--- config.mk ---
export PLATFORM = sky130hd
export DESIGN_NAME = mc_controller
export DESIGN_NICKNAME = d
export VERILOG_FILES = /design/src/rtl/mc_ctrl_pkg.sv /design/src/rtl/mc_controller_alu_decoder.sv /design/src/rtl/mc_controller.sv
export SDC_FILE = /design/constraint.sdc
export NUM_CORES = 1
export LEC_CHECK = 0
export CAP_MARGIN = 20
export CORE_AREA = 3 3 50 52
export CTS_CLUSTER_SIZE = 20
export DETAILED_ROUTE_END_ITERATION = 6
export DIE_AREA = 0 0 53 55
export HOLD_SLACK_MARGIN = 0.12
export PLACE_DENSITY = 0.75
export SYNTH_ARGS = -nofsm -noshare
export SYNTH_HDL_FRONTEND = slang
export SYNTH_HIERARCHICAL = 1
export SYNTH_SLANG_ARGS = --single-unit
--- constraint.sdc ---
create_clock -name clk -period 2.8 [get_ports clk]
set_input_delay 0.42 -clock clk [delete_from_list [all_inputs] [get_ports clk]]
set_output_delay 0.42 -clock clk [all_outputs]
set_load 0.05 [all_outputs]
--- src/rtl/mc_ctrl_pkg.sv ---
// Shared encodings for the RV32I multicycle control unit: FSM state codes,
// ALU operation classes, opcodes and datapath mux select values.
// Optional trap support is enabled by defining RISCV_MC_TRAP_EN.
package mc_ctrl_pkg;

    // Main FSM states. HALT is reachable only when trapping is enabled.
    typedef enum logic [3:0] {
        S_FETCH    = 4'd0,
        S_DECODE   = 4'd1,
        S_MEMADR   = 4'd2,
        S_MEMREAD  = 4'd3,
        S_MEMWRITE = 4'd4,
        S_MEMWB    = 4'd5,
        S_EXECUTER = 4'd6,
        S_EXECUTEI = 4'd7,
        S_JAL      = 4'd8,
        S_ALUWB    = 4'd9,
        S_BEQ      = 4'd10,
        S_HALT     = 4'd11
    } mc_state_t;

    // Operation class the FSM requests from the ALU decoder.
    typedef enum logic [1:0] {
        ALUOP_ADD   = 2'b00,
        ALUOP_SUB   = 2'b01,
        ALUOP_FUNCT = 2'b10
    } alu_op_t;

    // Opcodes handled by this core.
    localparam logic [6:0] OP_LOAD   = 7'b0000011;
    localparam logic [6:0] OP_STORE  = 7'b0100011;
    localparam logic [6:0] OP_RTYPE  = 7'b0110011;
    localparam logic [6:0] OP_ITYPE  = 7'b0010011;
    localparam logic [6:0] OP_JAL    = 7'b1101111;
    localparam logic [6:0] OP_BRANCH = 7'b1100011;

    // Result mux.
    localparam logic [1:0] RES_ALUOUT    = 2'b00;
    localparam logic [1:0] RES_DATA      = 2'b01;
    localparam logic [1:0] RES_ALURESULT = 2'b10;

    // ALU A mux.
    localparam logic [1:0] SRCA_PC    = 2'b00;
    localparam logic [1:0] SRCA_OLDPC = 2'b01;
    localparam logic [1:0] SRCA_REG   = 2'b10;

    // ALU B mux.
    localparam logic [1:0] SRCB_WDATA = 2'b00;
    localparam logic [1:0] SRCB_IMM   = 2'b01;
    localparam logic [1:0] SRCB_FOUR  = 2'b10;

    // Immediate formats.
    localparam logic [1:0] IMM_I = 2'b00;
    localparam logic [1:0] IMM_S = 2'b01;
    localparam logic [1:0] IMM_B = 2'b10;
    localparam logic [1:0] IMM_J = 2'b11;

    // ALU control codes.
    localparam logic [2:0] ALU_ADD = 3'b000;
    localparam logic [2:0] ALU_SUB = 3'b001;
    localparam logic [2:0] ALU_AND = 3'b010;
    localparam logic [2:0] ALU_OR  = 3'b011;
    localparam logic [2:0] ALU_SLT = 3'b101;

    // Immediate format depends only on the opcode, never on FSM state.
    function automatic logic [1:0] imm_src_of(input logic [6:0] op);
        logic [1:0] sel;
        case (op)
            OP_STORE:  sel = IMM_S;
            OP_BRANCH: sel = IMM_B;
            OP_JAL:    sel = IMM_J;
            default:   sel = IMM_I;
        endcase
        return sel;
    endfunction

endpackage

--- src/rtl/mc_controller_alu_decoder.sv ---
// Combinational ALU decoder: maps the FSM's operation class plus the
// instruction's funct fields onto the ALU control code.
import mc_ctrl_pkg::*;

module alu_decoder (
    input  alu_op_t    alu_op_i,
    input  logic [2:0] funct3_i,
    input  logic       funct7b5_i,
    input  logic       op5_i,
    output logic [2:0] alu_control_o
);

    // Only register-register forms with funct7[5] set subtract; addi never does.
    always_comb begin
        alu_control_o = ALU_ADD;
        case (alu_op_i)
            ALUOP_ADD: alu_control_o = ALU_ADD;
            ALUOP_SUB: alu_control_o = ALU_SUB;
            ALUOP_FUNCT: begin
                case (funct3_i)
                    3'b000:  alu_control_o = (funct7b5_i & op5_i) ? ALU_SUB : ALU_ADD;
                    3'b010:  alu_control_o = ALU_SLT;
                    3'b110:  alu_control_o = ALU_OR;
                    3'b111:  alu_control_o = ALU_AND;
                    default: alu_control_o = ALU_ADD;
                endcase
            end
            default: alu_control_o = ALU_ADD;
        endcase
    end

endmodule

--- src/rtl/mc_controller.sv ---
// Multicycle control unit for the RV32I core. A Moore FSM sequences the
// shared memory/ALU datapath; outputs are purely combinational from the
// current state and the instruction register fields.
// Handshake: none; the datapath follows the controller every cycle, and a
// register whose enable is high captures on the edge that ends the state.
// Build option: define RISCV_MC_TRAP_EN to halt on illegal opcodes.
import mc_ctrl_pkg::*;

module mc_controller (
    input  logic       clk,
    input  logic       rst,
    input  logic [6:0] op,
    input  logic [2:0] funct3,
    input  logic       funct7b5,
    input  logic       zero,
    output logic       pcWrite,
    output logic       adrSrc,
    output logic       memWrite,
    output logic       irWrite,
    output logic       regWrite,
    output logic [1:0] resultSrc,
    output logic [1:0] aluSrcA,
    output logic [1:0] aluSrcB,
    output logic [1:0] immSrc,
    output logic [2:0] aluControl,
    output logic       halted,
    output logic [3:0] dbg_state
);

    localparam logic [3:0] ST_FETCH    = S_FETCH;
    localparam logic [3:0] ST_DECODE   = S_DECODE;
    localparam logic [3:0] ST_MEMADR   = S_MEMADR;
    localparam logic [3:0] ST_MEMREAD  = S_MEMREAD;
    localparam logic [3:0] ST_MEMWRITE = S_MEMWRITE;
    localparam logic [3:0] ST_MEMWB    = S_MEMWB;
    localparam logic [3:0] ST_EXECUTER = S_EXECUTER;
    localparam logic [3:0] ST_EXECUTEI = S_EXECUTEI;
    localparam logic [3:0] ST_JAL      = S_JAL;
    localparam logic [3:0] ST_ALUWB    = S_ALUWB;
    localparam logic [3:0] ST_BEQ      = S_BEQ;
`ifdef RISCV_MC_TRAP_EN
    localparam logic [3:0] ST_HALT     = S_HALT;
`endif

    logic [3:0] state_q;
    logic [3:0] state_d;

    // Raw per-state controls before reset gating.
    logic       pc_update;
    logic       branch;
    logic       mem_write_raw;
    logic       ir_write_raw;
    logic       reg_write_raw;
    logic       halt_raw;
    alu_op_t    alu_op;

    // State register; reset lands in FETCH so the first fetch follows release.
    always_ff @(posedge clk) begin
        if (rst) begin
            state_q <= ST_FETCH;
        end else begin
            state_q <= state_d;
        end
    end

    // Next-state logic: opcode dispatch in DECODE, op[5] splits load/store.
    always_comb begin
        state_d = state_q;
        case (state_q)
            ST_FETCH: state_d = ST_DECODE;
            ST_DECODE: begin
                case (op)
                    OP_LOAD, OP_STORE: state_d = ST_MEMADR;
                    OP_RTYPE:          state_d = ST_EXECUTER;
                    OP_ITYPE:          state_d = ST_EXECUTEI;
                    OP_JAL:            state_d = ST_JAL;
                    OP_BRANCH:         state_d = ST_BEQ;
`ifdef RISCV_MC_TRAP_EN
                    default:           state_d = ST_HALT;
`else
                    // Illegal opcode retires as a two-cycle no-op.
                    default:           state_d = ST_FETCH;
`endif
                endcase
            end
            ST_MEMADR:   state_d = op[5] ? ST_MEMWRITE : ST_MEMREAD;
            ST_MEMREAD:  state_d = ST_MEMWB;
            ST_EXECUTER: state_d = ST_ALUWB;
            ST_EXECUTEI: state_d = ST_ALUWB;
            ST_JAL:      state_d = ST_ALUWB;
            ST_MEMWB:    state_d = ST_FETCH;
            ST_MEMWRITE: state_d = ST_FETCH;
            ST_ALUWB:    state_d = ST_FETCH;
            ST_BEQ:      state_d = ST_FETCH;
`ifdef RISCV_MC_TRAP_EN
            // Sticky until reset.
            ST_HALT:     state_d = ST_HALT;
`endif
            default:     state_d = ST_FETCH;
        endcase
    end

    // Moore output decode; unlisted selects stay at 00.
    always_comb begin
        pc_update     = 1'b0;
        branch        = 1'b0;
        adrSrc        = 1'b0;
        mem_write_raw = 1'b0;
        ir_write_raw  = 1'b0;
        reg_write_raw = 1'b0;
        halt_raw      = 1'b0;
        resultSrc     = RES_ALUOUT;
        aluSrcA       = SRCA_PC;
        aluSrcB       = SRCB_WDATA;
        alu_op        = ALUOP_ADD;
        case (state_q)
            ST_FETCH: begin
                ir_write_raw = 1'b1;
                aluSrcA      = SRCA_PC;
                aluSrcB      = SRCB_FOUR;
                resultSrc    = RES_ALURESULT;
                pc_update    = 1'b1;
            end
            ST_DECODE: begin
                // Branch/jump target is computed here and parked in ALUOut.
                aluSrcA = SRCA_OLDPC;
                aluSrcB = SRCB_IMM;
            end
            ST_MEMADR: begin
                aluSrcA = SRCA_REG;
                aluSrcB = SRCB_IMM;
            end
            ST_MEMREAD: begin
                adrSrc    = 1'b1;
                resultSrc = RES_ALUOUT;
            end
            ST_MEMWRITE: begin
                adrSrc        = 1'b1;
                resultSrc     = RES_ALUOUT;
                mem_write_raw = 1'b1;
            end
            ST_MEMWB: begin
                resultSrc     = RES_DATA;
                reg_write_raw = 1'b1;
            end
            ST_EXECUTER: begin
                aluSrcA = SRCA_REG;
                aluSrcB = SRCB_WDATA;
                alu_op  = ALUOP_FUNCT;
            end
            ST_EXECUTEI: begin
                aluSrcA = SRCA_REG;
                aluSrcB = SRCB_IMM;
                alu_op  = ALUOP_FUNCT;
            end
            ST_JAL: begin
                // Link value oldPC+4 is computed while PC takes the target.
                aluSrcA   = SRCA_OLDPC;
                aluSrcB   = SRCB_FOUR;
                resultSrc = RES_ALUOUT;
                pc_update = 1'b1;
            end
            ST_ALUWB: begin
                resultSrc     = RES_ALUOUT;
                reg_write_raw = 1'b1;
            end
            ST_BEQ: begin
                aluSrcA   = SRCA_REG;
                aluSrcB   = SRCB_WDATA;
                alu_op    = ALUOP_SUB;
                resultSrc = RES_ALUOUT;
                branch    = 1'b1;
            end
`ifdef RISCV_MC_TRAP_EN
            ST_HALT: begin
                halt_raw = 1'b1;
            end
`endif
            default: begin
                pc_update = 1'b0;
            end
        endcase
    end

    alu_decoder u_alu_decoder (
        .alu_op_i      (alu_op),
        .funct3_i      (funct3),
        .funct7b5_i    (funct7b5),
        .op5_i         (op[5]),
        .alu_control_o (aluControl)
    );

    // Write enables and the trap flag are suppressed for the whole reset cycle.
    assign pcWrite   = ~rst & (pc_update | (branch & zero));
    assign memWrite  = ~rst & mem_write_raw;
    assign irWrite   = ~rst & ir_write_raw;
    assign regWrite  = ~rst & reg_write_raw;
`ifdef RISCV_MC_TRAP_EN
    assign halted    = ~rst & halt_raw;
`else
    assign halted    = 1'b0 & halt_raw;
`endif
    assign immSrc    = imm_src_of(op);
    assign dbg_state = state_q;

endmodule

Yosys cells after proc, flatten, opt, wreduce, memory -nomap -nowiden
Index checks and enable logic that the tools add are counted.
{"block": "op_classes", "mux": 17, "n_reduce_logical": 11, "n_eq_ne": 21, "bitwise_logic": 8}
{"cell": "case mux 4 bit (5 select lines)", "count": 2}
{"cell": "== test 4 x 3 -> 1 bit (second input constant)", "count": 4}
{"cell": "case mux 2 bit (2 select lines)", "count": 4}
{"cell": "== test 7 x 6 -> 1 bit (second input constant)", "count": 2}
{"cell": "== test 7 bit (second input constant)", "count": 2}
{"cell": "== test 4 bit (second input constant)", "count": 3}
{"cell": "case mux 3 bit (4 select lines)", "count": 1}
{"cell": "OR reduction 2 bit", "count": 6}
{"cell": "== test 4 x 2 -> 1 bit (second input constant)", "count": 2}
{"cell": "== test 7 x 2 -> 1 bit (second input constant)", "count": 1}
{"cell": "== test 7 x 5 -> 1 bit (second input constant)", "count": 1}
{"cell": "two-way mux 1 bit", "count": 7}
{"cell": "bitwise AND 1 bit", "count": 6}
{"cell": "== test 3 bit (second input constant)", "count": 2}
{"cell": "case mux 2 bit (3 select lines)", "count": 1}
{"cell": "case mux 3 bit (2 select lines)", "count": 1}
{"cell": "OR reduction 3 bit", "count": 2}
{"cell": "== test 4 x 1 -> 1 bit (second input constant)", "count": 1}
{"cell": "zero test 4 bit", "count": 1}
{"cell": "OR reduction 4 bit", "count": 1}
{"cell": "== test 3 x 2 -> 1 bit (second input constant)", "count": 1}
{"cell": "zero test 3 bit", "count": 1}
{"cell": "two-way mux 3 bit", "count": 1}
{"cell": "== test 2 x 1 -> 1 bit (second input constant)", "count": 1}
{"cell": "3 further kinds", "count": 3}
{"block": "totals", "wordCells": 58, "regBits": 4}

Depth between registers and ports, before layout
Gate-level depths: netlist (run 1).
{"block": "depth", "word_depth": 5, "depth_mapped": 7}

Hierarchy
The synthesis (run 1) kept the hierarchy.
{"module": "mc_controller", "seq_area_each_um2": 80.1, "area_per_inst_um2": 519.2, "cells_each": 70, "instances": 1}
{"module": "alu_decoder", "seq_area_each_um2": 0.0, "area_per_inst_um2": 96.3, "cells_each": 11, "instances": 1}

Worst setup path after synthesis (run 1)
OpenSTA, ideal clock, no wires.
{"block": "synth_timing", "kind": "register to output", "start": "register state_q[3] (netlist: dbg_state[3])", "end": "output port aluControl[2]", "required_ns": 2.380, "path_buffers": 1, "path_slack_ns": -1.008, "arrival_time_ns": 3.388, "path_stages_with_launch": 7, "path_cell_list": "dfxtp_1 buf_6 inv_1 nor4b_1 inv_1 ha_1 nor4b_1"}
{"block": "synth_via", "elab_chain_cells": 5, "elab_cells_between_ends": 8}
{"item": "start: declaration", "line_no": "mc_controller.sv:45", "rtl": "logic [3:0] state_q;"}
{"item": "start signal: assignment", "line_no": "mc_controller.sv:62", "rtl": "state_q <= state_d;"}
{"item": "== test 4 x 3 -> 1 bit", "line_no": "mc_controller.sv:116", "rtl": "case (state_q)"}
{"item": "OR reduction 2 bit (no line)"}
{"item": "case mux 2 bit (2 select lines) (*)", "line_no": "mc_controller.sv:116"}
{"item": "named net alu_op[0]", "line_no": "mc_controller.sv:55", "rtl": "alu_op_t alu_op;"}
{"item": "== test 2 bit or == test 2 x 1 -> 1 bit (tied branches)", "line_no": "mc_controller_alu_decoder.sv:16", "rtl": "case (alu_op_i)"}
{"item": "case mux 3 bit (2 select lines) (*)", "line_no": "mc_controller_alu_decoder.sv:16"}
{"item": "end: declaration", "line_no": "mc_controller.sv:25", "rtl": "output logic [2:0] aluControl,"}
Mark *: on every way through the listed nets, which the timed path passes. The rest lies on a longest branch.

Worst setup path in the final report (run 1)
{"block": "layout_timing", "start": "register state_q[2] (netlist: dbg_state[2])", "end": "output port adrSrc"}
{"block": "layout_via", "elab_chain_cells": 3, "elab_cells_between_ends": 4}
{"item": "== test 4 x 3 -> 1 bit or == test 4 x 2 -> 1 bit (tied branches)", "line_no": "mc_controller.sv:116"}
{"item": "OR reduction 2 bit (no line) (*)"}
{"item": "two-way mux 1 bit (*)", "line_no": "mc_controller.sv:116"}
{"item": "end: declaration", "line_no": "mc_controller.sv:17", "rtl": "output logic adrSrc,"}
Every way passes the cells marked *; elsewhere a longest branch is shown, timed or not.

==> summary.txt, run 1 <==
Outcome
  – Status: finished clean

Floorplan
  – Die Wd: roughly 53 um
  – Full die area: around 3000 sq um
  – IO Pins: 35
  – Initial Util: roughly 29%
  – Die Ht: 55 um
  – Row cnt: 17
  – Core Area: about 2100 sq um

Setup path
  – Crit end category: output port
  – Largest stage delay on the critical path: roughly 0.80 ns
  – CP startpoint: dbg_state[2]$_SDFF_PP0_
  – CP Data Required Time: ~2.4 ns
  – Worst path arrival time: just over 2 ns
  – R2r startpoint: dbg_state[2]$_SDFF_PP0_
  – CP Max Fanout: 13
  – Crit path kind: register to output port
  – Slowest cell on the critical path: clkdlybuf4s50_1
  – Flop2flop setup slack: ~1.4 ns
  – CP startpoint kind: register
  – Cell Chain, Critical Path: nor3b_1 > a21oi_1 > nor2_1 > clkdlybuf4s50_1

Route
  – DRC viols: 0
  – Final ANT Viol Nets: 0
  – Vias: around 720
  – Avg WL per Cell: about 12 um
  – Vias per cell: between 5 and 6
  – DRT Pass-1 Iters: 4
  – DR iter-0 viols: 9
  – Routed wire length: between 1500 and 2000 um

Power
  – Overall power: approximately 0.25 mW
  – PD cells: about 240 nW/um^2
  – Maximum vdd drop: 165 uV
  – Pleak: about 0.38 nW

Layout
  – Post-route cell area: around 1000 sq um
  – Area occupied by registers: 81.3 sq um
  – Area of the multi-input gates: about 500 sq um
  – P&R area growth vs syn: 70.3%
  – Non-Filler Instances: between 100 and 150
  – Most common cell after layout, fill and taps aside: clkdlybuf4s50_1
  – Commonest cells after routing, fill and taps aside: clkdlybuf4s50_1, buf_4, nor2_1
  – Filler Cell Count: between 200 and 250
  – NumNets Final: 132
  – Number of antenna repair diodes: 0
  – Max FFs per register: 4
  – Share of cells above drive strength 1: between 20% and 30%

Place
  – Dpl cell area: between 1000 and 1500 sq um
  – PortBufs: 33
  – Gpl congestion: 0.781
  – Post-Place Cells: approximately 140
  – Pre-CTS WS: 0.443 ns
  – Detailed placement HPWL: about 1400 um

Clocking
  – Post CTS Setup Buffer Count: 0
  – CTS tree: yes
  – Skew-Pair Late Insertion Delay: between 0.2 and 0.25 ns
  – Clock Tree Buf Depth: 2
  – Post-CTS resize count: 0
  – Root buffer cell: clkbuf_4
  – CTS Buf Count: 3
  – Reg clk slew, reported paths: roughly 0.04 ns
  – H-tree depth: 1
  – Hold-fix buffers, CTS: 0
  – # clock sinks: 4

Global routing
  – Vias in the first global route: 674
  – Total GRT Usage: 12.5%
  – Largest net degree at the start of global routing: 23
  – Initial antenna violation count: 0
  – Gr ovfl total: 0
  – First-pass GRT wire length: around 2800 um

Timing
  – Endpoints failing hold: 0
  – Final WS setup: roughly 0.33 ns
  – Slew @ Worst Pin: ~0.50 ns
  – Worst-case clock skew: about 0.0060 ns
  – Unrepaired setup endpoints after global routing: no
  – Final setup fails: 0
  – Hold Slack: 0.662 ns
  – Slew HR: 66.2%
  – Fin crit share: between 80% and 90%
  – Fin crit period: about 2.5 ns
  – Max Clk Rate: slightly above 0.4 GHz
  – Slew Viols, Final: 0

Logic synthesis
  – Synth Instances: 81
  – Area fraction of the dominant cell type after synthesis: about an eighth
  – Syn Nets: 97
  – Leading area contributor after synthesis: dfxtp_1
  – Synth cell types: 40
  – Part of the Yosys area used for sequential elements: around an eighth
  – Area contributors post-synth: dfxtp_1, nor4b_1, xnor2_1
  – Total of warnings raised by yosys: 6
  – Synthesized area per cell: about 7.6 sq um
  – Seq cells post-synth: 4
  – Mapped cell area: between 600 and 700 sq um

Min path
  – Hold WC Path Type: register to register
  – Worst hold start: dbg_state[3]$_SDFF_PP0_

Flow run
  – MaxCap Viol Count: 0
through the flow:
step | util, % | setup TNS, ns
floorplan | - | -0.129
global placement | 47.4 | 0
detailed placement | 47.4 | 0
CTS | 48.5 | 0
global route | 48.8 | 0
finish | 48.8 | 0
routing by layer:
metal / routed length [um] / global-route usage, % / share of wire, %
met3: 136 / 2.41 / 7.9
met5: 0 / 0 / 0
met1: 688 / 13.6 / 40
met2: 888 / 24.2 / 52
met4: 7 / 4.26 / 0.41
synthesized netlist by cell type (all sizes together):
cell,number
o2bb2ai,1
nand3,2
a21oi,5
nand2b,2
ha,2
inv,5
o211ai,1
or3,2
nor4b,4
a31oi,1
and4bb,1
and2b,1
buf,7
or2b,1
and3,1
dfxtp,4
nand4,1
nor2,6
a21boi,1
or3b,2
nor3,4
and2,1
o21ai,2
nor4,3
a221oi,1
nor2b,3
conb,1
mux2i,1
xnor2,4
nand2,4
nand3b,2
and4b,2
a2111oi,1
nor3b,2
cell families (layout without fill, tap and decap cells):
| group | Yosys count | count (layout) | share of synthesized area [%] |
|---|---|---|---|
| adders and majority gates | 2 | 2 | 4.06 |
| DFF | 4 | 4 | 13.0 |
| other | 1 | 1 | 0.609 |
| muxes | 1 | 1 | 1.63 |
| AOI/OAI and AO/OA | 13 | 13 | 15.4 |
| and+or+nand+nor | 44 | 44 | 47.6 |
| buffers and inverters | 12 | 45 | 12.0 |
| xor gates and xnor gates | 4 | 4 | 5.69 |
final cells by class:
type / count / share of cell area, %
Sequential cell: 4 / 7.76
Multi-Input combinational cell: 65 / 47.7
Timing Repair Buffer: 37 / 37.2
Inverter: 5 / 1.79
Clock buffer: 3 / 2.15
Tap cell: 28 / 3.34
final timing paths:
kind,to,cells past startpoint
hold reg to reg,dbg_state[0]$_SDFF_PP0_,3
hold / removal,dbg_state[0]$_SDFF_PP0_,3
setup reg to reg,dbg_state[0]$_SDFF_PP0_,4
setup / recovery,adrSrc,4
critical path, delay by kind of cell, from the launching register on:
family / cells / cell delay [ns]
flip-flops: 1 / 0.62
AO/OA/AOI/OAI: 1 / 0.06
AND/OR/NAND/NOR: 2 / 0.34
buffers and inverters: 1 / 0.80
where the power goes:
part / total, mW / switching [mW] / internal [mW]
Clock: 0.0721 / 0.0241 / 0.0480
Combinational: 0.112 / 0.0625 / 0.0497
Sequential: 0.0654 / 0.00635 / 0.0591
Total: 0.250 / 0.0930 / 0.157
No activity file was read; power rests on OpenSTA's default activity.
==> run 2: changes to the inputs <==
- SLEW_MARGIN: default -> 20
==> results of run 2 <==
Same layout as run 1: the final DEF is identical, and so are final timing and power.
==> run 3: changes to the inputs <==
- SETUP_SLACK_MARGIN: default -> 0.3
==> summary.txt, run 3 (same netlist as run 1, synthesis figures left out) <==
Outcome
  – Status: finished clean

Route
  – Avg WL per Cell: between 10 and 15 um
  – DRT Pass-1 Iters: 4
  – M1 WL: between 700 and 800 um
  – Routed wire length: 1800 um
  – Vias per cell: 5.05
  – Metal2 WL: roughly 1000 um
  – Vias: between 700 and 800
  – Final ANT Viol Nets: 0
  – WL met3: roughly 90 um
  – DRC viols: 0
  – Top sig layer: met3
  – DR iter-0 viols: 7

Setup path
  – Slowest cell on the critical path: dfxtp_2
  – Worst path arrival time: 1.95 ns
  – Crit path kind: register to output port
  – CP startpoint kind: register
  – CP Max Fanout: 20
  – CP Data Required Time: between 2 and 2.5 ns
  – Largest stage delay on the critical path: around 0.57 ns
  – Crit end category: output port
  – Cell Chain, Critical Path: and2b_1 > and2_1 > ha_2 > nor4b_4 > buf_12

Layout
  – Max FFs per register: 4
  – Number of antenna repair diodes: 0
  – P&R area growth vs syn: 73.2%
  – Most common cell after layout, fill and taps aside: clkdlybuf4s50_1
  – Commonest cells after routing, fill and taps aside: clkdlybuf4s50_1, nor2_1, buf_4
  – Share of cells above drive strength 1: 25.9%
  – NumNets Final: 130
  – Non-Filler Instances: 140

Place
  – Detailed placement HPWL: around 1300 um
  – PortBufs: 33
  – Gpl congestion: 0.805
  – Post-Place Cells: ~140
  – Pre-CTS WS: approximately 0.32 ns

Timing
  – Total negative slack: 0 ns
  – Endpoints failing hold: 0
  – Fin crit share: between 80% and 90%
  – Max Clk Rate: between 0.4 and 0.5 GHz
  – Slew Viols, Final: 0
  – Final setup fails: 0
  – Fin crit period: 2.37 ns
  – Slew @ Worst Pin: 0.506 ns
  – Final WS setup: roughly 0.43 ns
  – Unrepaired setup endpoints after global routing: no
  – Slew HR: about two thirds
  – Worst-case clock skew: 0.00762 ns

Global routing
  – Vias in the first global route: 643
  – First-pass GRT wire length: 2860 um
  – Initial antenna violation count: 0
  – Gr ovfl total: 0
  – Largest net degree at the start of global routing: 22
  – Total GRT Usage: about an eighth

Flow run
  – MaxCap Viol Count: 0

Floorplan
  – Full die area: ~2900 sq um
  – Row cnt: 17
  – Die Wd: between 50 and 60 um
  – Core Area: 2150 sq um
  – Die Ht: 55 um
  – Initial Util: between 20% and 30%
  – IO Pins: 35

Clocking
  – # clock sinks: 4
  – CTS Buf Count: 3
  – Skew-Pair Late Insertion Delay: about 0.24 ns
  – CTS tree: yes
  – Reg clk slew, reported paths: roughly 0.040 ns
  – Hold-fix buffers, CTS: 0
  – H-tree depth: 1
  – Root buffer cell: clkbuf_4
  – Clock Tree Buf Depth: 2

Power
  – Maximum vdd drop: 131 uV
  – Pleak: roughly 0.4 nW
  – PD cells: ~230 nW/um^2

Min path
  – Hold WC Path Type: register to register
==> run 3: cell count changes in the layout (fill, tap and decap cells not counted), sizes merged <==
cell           delta
buf               -1
clkdlybuf4s50     -3
dlymetal6s2s      +2
==> run 3: area by class of cell <==
cell class                 instances  area [sq um]
clock buffer                       3          22.5
fill                             204          1080
inverter                           5          18.8
multi-input combinational         65           512
sequential                         4          87.6
tap                               28          35.0
timing repair buffer              35           390
==> run 3: path summary, 6_finish.rpt <==
| path | from | endpoint | slack, ns | depth (start not counted) |
|---|---|---|---|---|
| max | dbg_state[2]$_SDFF_PP0_ | aluControl[2] | 0.43 | 5 |
| min | dbg_state[3]$_SDFF_PP0_ | dbg_state[1]$_SDFF_PP0_ | 0.70 | 3 |
| max reg2reg | dbg_state[1]$_SDFF_PP0_ | dbg_state[1]$_SDFF_PP0_ | 1.58 | 3 |
| min reg2reg | dbg_state[3]$_SDFF_PP0_ | dbg_state[1]$_SDFF_PP0_ | 0.70 | 3 |
==> run 3: worst max-delay path: cells and delay by family, from the launching register on <==
family        cells  cell delay [ns]
simple gates      3             0.66
flops             1             0.57
fa+ha+maj         1             0.31
buf+inv           1             0.18
==> run 3: timing repair <==
action | CTS | global route
endpoints found under the hold margin | 0 | 0
endpoints found under the setup margin | 3 | 4
setup buffers | 0 | 1
gates resized for setup | 3 | 3
==> run 3: per-stage QoR <==
stage / total power, mW / area, sq um / hold slack, ns / util (%)
after floorplan: 0.131 / 653 / 0.500 / -
after global placement: 0.177 / 998 / 0.717 / 46.5
after detailed placement: 0.178 / 998 / 0.719 / 46.5
after CTS: 0.252 / 1030 / 0.680 / 48.0
after global routing: 0.264 / 1070 / 0.722 / 49.6
final: 0.250 / 1070 / 0.696 / 49.6
==> run 3: report_power, final <==
group          total (mW)  switching (mW)  internal [mW]
clock              0.0731          0.0251         0.0480
combinational       0.112          0.0629         0.0487
sequential         0.0654         0.00723         0.0582
==> run 3: layer usage <==
| metal | global-route usage, % | up-vias |
|---|---|---|
| met5 | 0 | - |
| met3 | 0.536 | 0 |
| met1 | 14.9 | 324 |
| met2 | 24.2 | 26 |
| li1 | - | 357 |
| met4 | 6.38 | 0 |
